==> src/rtl/regfile_pkg.sv <==
// Shared constants, types and the write-select decoder for the 32x64 register file.
package regfile_pkg;

  localparam int NUM_REGS   = 32;
  localparam int REG_WIDTH  = 64;
  localparam int ADDR_WIDTH = 5;
  localparam logic [ADDR_WIDTH-1:0] ZERO_REG = 5'd31;

  typedef logic [REG_WIDTH-1:0]  regWord_t;
  typedef logic [ADDR_WIDTH-1:0] regAddr_t;

  // One select per physical cell; the zero register has no cell, so its index never decodes.
  function automatic logic [NUM_REGS-2:0] decodeWrite(input regAddr_t addr, input logic en);
    logic [NUM_REGS-2:0] sel;
    sel = '0;
    for (int i = 0; i < NUM_REGS-1; i++) begin
      sel[i] = en && (addr == ADDR_WIDTH'(i));
    end
    return sel;
  endfunction

endpackage

==> src/rtl/regfile_reg64.sv <==
// Single 64-bit storage cell with asynchronous active-high clear and write enable.
module regfile_reg64
  import regfile_pkg::*;
(
  input  logic                 clk,
  input  logic                 reset,
  input  logic                 wrEn,
  input  logic [REG_WIDTH-1:0] d,
  output logic [REG_WIDTH-1:0] q
);

  always_ff @(posedge clk or posedge reset) begin
    if (reset) begin
      q <= '0;
    end else if (wrEn) begin
      q <= d;
    end
  end

endmodule

==> src/rtl/regfile.sv <==
// 32x64 register file, two combinational read ports, one write port, X31 reads as zero.
// Optional REGFILE_BYPASS_EN forwards same-cycle write data to a matching read port.
module regfile
  import regfile_pkg::*;
(
  input  logic                  clk,
  input  logic                  reset,
  input  logic [ADDR_WIDTH-1:0] readReg0,
  input  logic [ADDR_WIDTH-1:0] readReg1,
  input  logic [ADDR_WIDTH-1:0] writeReg,
  input  logic [REG_WIDTH-1:0]  writeData,
  input  logic                  regWrEn,
  output logic [REG_WIDTH-1:0]  readData0,
  output logic [REG_WIDTH-1:0]  readData1
);

  logic [NUM_REGS-2:0] wrSel;
  regWord_t            cellQ   [NUM_REGS-1];
  regWord_t            regView [NUM_REGS];
  regWord_t            rawRead0;
  regWord_t            rawRead1;

  assign wrSel = decodeWrite(writeReg, regWrEn);

  for (genvar g = 0; g < NUM_REGS-1; g++) begin : gCell
    regfile_reg64 uCell (
      .clk   (clk),
      .reset (reset),
      .wrEn  (wrSel[g]),
      .d     (writeData),
      .q     (cellQ[g])
    );
  end

  always_comb begin
    for (int i = 0; i < NUM_REGS-1; i++) begin
      regView[i] = cellQ[i];
    end
    regView[NUM_REGS-1] = '0;
  end

  always_comb begin
    rawRead0 = regView[readReg0];
    rawRead1 = regView[readReg1];
`ifdef REGFILE_BYPASS_EN
    if (regWrEn && (writeReg != ZERO_REG) && (readReg0 == writeReg)) rawRead0 = writeData;
    if (regWrEn && (writeReg != ZERO_REG) && (readReg1 == writeReg)) rawRead1 = writeData;
`else
    rawRead0 = rawRead0;
    rawRead1 = rawRead1;
`endif
    // Reset masks the ports so forwarded data cannot leak out while clearing.
    readData0 = reset ? '0 : rawRead0;
    readData1 = reset ? '0 : rawRead1;
  end

endmodule

==> config.mk <==
export PLATFORM = sky130hd
export DESIGN_NAME = regfile
export DESIGN_NICKNAME = d
export VERILOG_FILES = /design/src/rtl/regfile_pkg.sv /design/src/rtl/regfile_reg64.sv /design/src/rtl/regfile.sv
export SDC_FILE = /design/constraint.sdc
export NUM_CORES = 2
export LEC_CHECK = 0
export CORE_MARGIN = 4
export CORE_UTILIZATION = 65
export CTS_CLUSTER_DIAMETER = 30
export DETAILED_ROUTE_END_ITERATION = 8
export DONT_BUFFER_PORTS = 1
export PLACE_DENSITY = 0.81
export SKIP_CTS_REPAIR_TIMING = 1
export SYNTH_ARGS = -nofsm -noshare
export SYNTH_HDL_FRONTEND = slang
export SYNTH_SLANG_ARGS = --single-unit
export TNS_END_PERCENT = 50
==> constraint.sdc <==
create_clock -name clk -period 167.2 [get_ports clk]
set_input_delay 16.72 -clock clk [delete_from_list [all_inputs] [get_ports clk]]
set_output_delay 16.72 -clock clk [all_outputs]
set_load 0.01 [all_outputs]
# ---- After elaboration in Yosys (flattened, before gate mapping)
# Cells that the tools add are included.
dict set report word_totals {
  latchBits 0
  mem_count 0
  ramBits 0
  output_inout_bits 128
  reg_bits 1984
  wordCells 105
  rom_bits 0
}
dict set report op_classes {
  bitwise_logic 2
  magnitude_cmp 2
  shifts 0
  reduce_logical 32
  addsub 0
  div_mod_pow 0
  n_mul 0
  n_mux 8
  n_eq_ne 30
}
# operator n
set ops {}
lappend ops {{64-bit binary-select mux with 5-bit select} 2}
lappend ops {{64-bit 2-to-1 mux} 6}
lappend ops {{5-bit equality test, second input constant} 15}
lappend ops {{5-bit by 4-bit equality test with 1-bit output, second input constant} 8}
lappend ops {{1-bit logical AND} 31}
lappend ops {{5-bit by 3-bit equality test with 1-bit output, second input constant} 4}
lappend ops {{6-bit greater-or-equal comparator, second input constant} 2}
lappend ops {{5-bit NOT with 6-bit output} 2}
lappend ops {{5-bit by 2-bit equality test with 1-bit output, second input constant} 2}
lappend ops {{5-bit by 1-bit equality test with 1-bit output, second input constant} 1}
lappend ops {{5-bit logical NOT} 1}

# ---- Longest topological paths before layout
dict set report logic_depth {
  ltp_word 5
  ltp_mapped 9
}

# ---- Modules after synthesis
# A second synthesis with hierarchy kept.
dict set report unflattened {
  hier_cells 7378
  area_unflattened_um2 117486.4
}
# mod instances cells_per_inst area_each_um2
set modules_own_cells {}
lappend modules_own_cells {regfile_reg64 31 136 2682.6}
lappend modules_own_cells {regfile 1 3162 34326.7}

# ---- Least setup slack after synthesis
# OpenSTA, ideal clock, no wires.
dict set report synth_path {
  path_type {input port to output port}
  from {input port reset}
  to {output port readData0[33]}
  t_arrival_ps 78979
  path_buffers 2
  path_stages 5
  setup_slack_ps 71501
  cell_sequence {clkbuf_1 > inv_1 > clkbuf_1 > o31ai_1 > a211oi_1}
}
dict set report synth_between {
  elab_chain_cells 1
}
# element line
set synth_lines {}
lappend synth_lines {{start, declared} regfile.sv:7} ;# input logic reset,
lappend synth_lines {{64-bit 2-to-1 mux} regfile.sv:53} ;# readData0 = reset ? '0 : rawRead0;
lappend synth_lines {{end, declared} regfile.sv:13} ;# output logic [REG_WIDTH-1:0] readData0,
# Every way passes these cells.

# ---- Worst setup path in the final report
dict set report layout_path {
  from {input port reset}
  to {output port readData1[26]}
}
dict set report layout_between {
  elab_chain_cells 1
}
# element line
set layout_lines {}
lappend layout_lines {{64-bit 2-to-1 mux} regfile.sv:54} ;# readData1 = reset ? '0 : rawRead1;
lappend layout_lines {{end, declared} regfile.sv:14} ;# output logic [REG_WIDTH-1:0] readData1
# Every way passes these cells.

==> reports/qor.txt <==
worst hold path class - register to register
CP max-delay cell - buf_4
Critical Path Max Stage Delay - 720 ps
Ports - 210
global route hottest layer - met2
Final Hold Viols - 0
failing checks - max-slew violations
vias in the first global route - 77900
Final #Nets - 7430
f_max - 25.5 MHz
status - finished, violations left
critical-path cell list - inv_8, buf_4, buf_4, buf_4, buf_4, buf_4, buf_4, o31ai_1, a211oi_1
Pleak - 53.7 nW
Die Ht - 414 µm
Syn. warnings - 0
EDFF count, synth - 0
commonest non-fill, non-tap cell in the layout - dfrtp_1
Synth cell types - 41
Overall Power - 1.76 mW
first-pass GRT wire length - 501000 µm
Worst-path clk slew - 50 ps
fraction of layout cells with a size suffix above 1 - 46.0%
Port Buffer Count - 0
Post-Route Skew - 0 ps
endpoints failing setup - 0
Worst-Margin Slew - 2460 ps
DRT Wirelength - 335000 µm
max reg flops - 1984
Syn Inst Count - 7651
syn_area_per_cell - 14.0 µm²
total CTS buffers - 424
commonest cells after routing, fill and taps aside - dfrtp_1, mux2_2, mux2i_1
Crit. End Element - primary output
Die Area - 172000 µm²
min Tclk post-route - 39160 ps
RePlAce Congestion - 0.788
critical path class - input pin to primary output
H-tree levels - 5
Seq/Total Area, Yosys - 46.3%
Starting DRT DRC Count - 8220
Chip Width - 414 µm
DRC - 0
met2 Usage GRT - 59.6%
pin count of the biggest net entering global routing - 642
DRT antenna net count - 0
Area Growth Syn to Fin - 13.7%
routed vias/inst - 7.46
Clk Latency, worst-skew pair - 930 ps
CP delay by family, top - buffers and inverters
#FFs+latches synth - 1984
maxcap violations - 0
CP required - 150480 ps
antenna violations before repair - 4
row count - 148
HPWL after detailed placement - 160000 µm
Top Registers - gCell.uCell.q (1984)
1st-pass router iterations - 7
FF+latch area - 49600 µm²
via count - 73600
ys flop type - dfrtp_1
Crit path arrival time - 22440 ps
Final Cycle Share - 23.4%
met1 Resource Use GR - 49.1%
Final Max Tran Viols - 781
hold_ws - 505 ps
startpoint types - input pin
Peak VDD IR - 0.0000139 V
met3 GRT Util - 10.5%
fillers - 9370
CP Buf/Inv Count - 7
CTS tree - yes
most frequent CP cell - buf_4
Clock Tree Buf Depth - 4
Clock Sinks - 1984
largest register by flop count - gCell.uCell.q
core region area - 164000 µm²
Pwr Density - 14.4 nW/µm²
Worst slew margin - -64.1%
RSZ-0062 raised after global routing - no
wire per inst - 33.9 µm
setup TNS - 0 ps
synthesized area - 107000 µm²
Post-synth ARST share - 100%
total gr overflow - 0
Syn Nets - 7733
Tot GR Track Use - 38.6%
starting density of the core - 65.6%
multi-input combinational cell area - 53800 µm²
CP max FO - 98
CTS root buffer - clkbuf_16
## cell families after synthesis
kind of cell	after synthesis	share of synthesized area, %
AOI/OAI and AO/OA	864	5.86
buffers and inverters	917	3.94
DFF	1984	46.3
muxes	3328	41.0
and+or+nand+nor	558	2.94
## final timing paths
| path | from | endpoint | slack [ps] | depth (start not counted) |
|---|---|---|---|---|
| worst max-delay path | reset | readData1[26] | 128040 | 9 |
| worst min-delay path | gCell[13].uCell.q[58] | gCell[13].uCell.q[58] | 510 | 1 |
| worst max register to register | gCell[13].uCell.q[29] | gCell[13].uCell.q[29] | 166350 | 1 |
| worst min register to register | gCell[13].uCell.q[58] | gCell[13].uCell.q[58] | 510 | 1 |
| max in group asynchronous | reset | gCell[25].uCell.q[18] | 145620 | 8 |
| min in group asynchronous | reset | gCell[13].uCell.q[11] | 15910 | 1 |
## synthesized netlist by cell type, types with 43 or more instances
cell type / n / share of area (%)
buf_4: 96 / 0.67
nor3_1: 43 / 0.20
nor4_1: 44 / 0.26
a211oi_1: 166 / 1.2
dfrtp_1: 1984 / 46
mux2_2: 1837 / 19
nor4b_1: 86 / 0.70
o221a_2: 86 / 0.90
buf_2: 269 / 1.3
o221ai_1: 128 / 1.0
o21ai_0: 192 / 0.90
nor2b_1: 131 / 0.76
nand2_1: 78 / 0.27
nor2_1: 137 / 0.48
mux4_2: 644 / 14
clkbuf_1: 448 / 1.6
o22ai_1: 166 / 0.97
inv_1: 65 / 0.23
mux2_4: 60 / 0.84
mux2i_1: 764 / 7.1
## per-layer routing
| layer | vias up | share of wire (%) |
|---|---|---|
| li1 | 28900 | - |
| met5 | - | 0.0039 |
| met2 | 4720 | 46 |
| met1 | 38500 | 36 |
| met3 | 1444 | 11 |
| met4 | 2 | 7.2 |
## through the flow
step / cell area [µm²] / util, % / cells / worst slack (ps)
3_3_place_gp: 107000 / 65.6 / 9097 / 128140
5_1_grt: 122000 / 74.6 / 9859 / 127380
6_report: 122000 / 74.6 / 9860 / 128040
3_5_place_dp: 107000 / 65.6 / 9097 / 127970
4_1_cts: 122000 / 74.6 / 9859 / 127960
2_1_floorplan: 107000 / - / 7651 / 71120
## power breakdown
| group | switching (mW) | total, mW | leakage [nW] | internal [mW] |
|---|---|---|---|---|
| clock network | 0.275 | 0.855 | 7.10 | 0.580 |
| logic | 0.0929 | 0.254 | 21.3 | 0.161 |
| registers | 0.0695 | 0.646 | 25.3 | 0.577 |
## area by class of cell
class	count	area share, %
Inverter	65	0.206
Sequential cell	1984	40.7
Timing Repair Buffer	123	0.788
Multi-Input combinational cell	4750	44.1
Clock buffer	514	9.49
Antenna cell	1	0.00205
Tap cell	2175	2.23
Clock inverter	248	2.52
(Power assumes the default switching activity.)
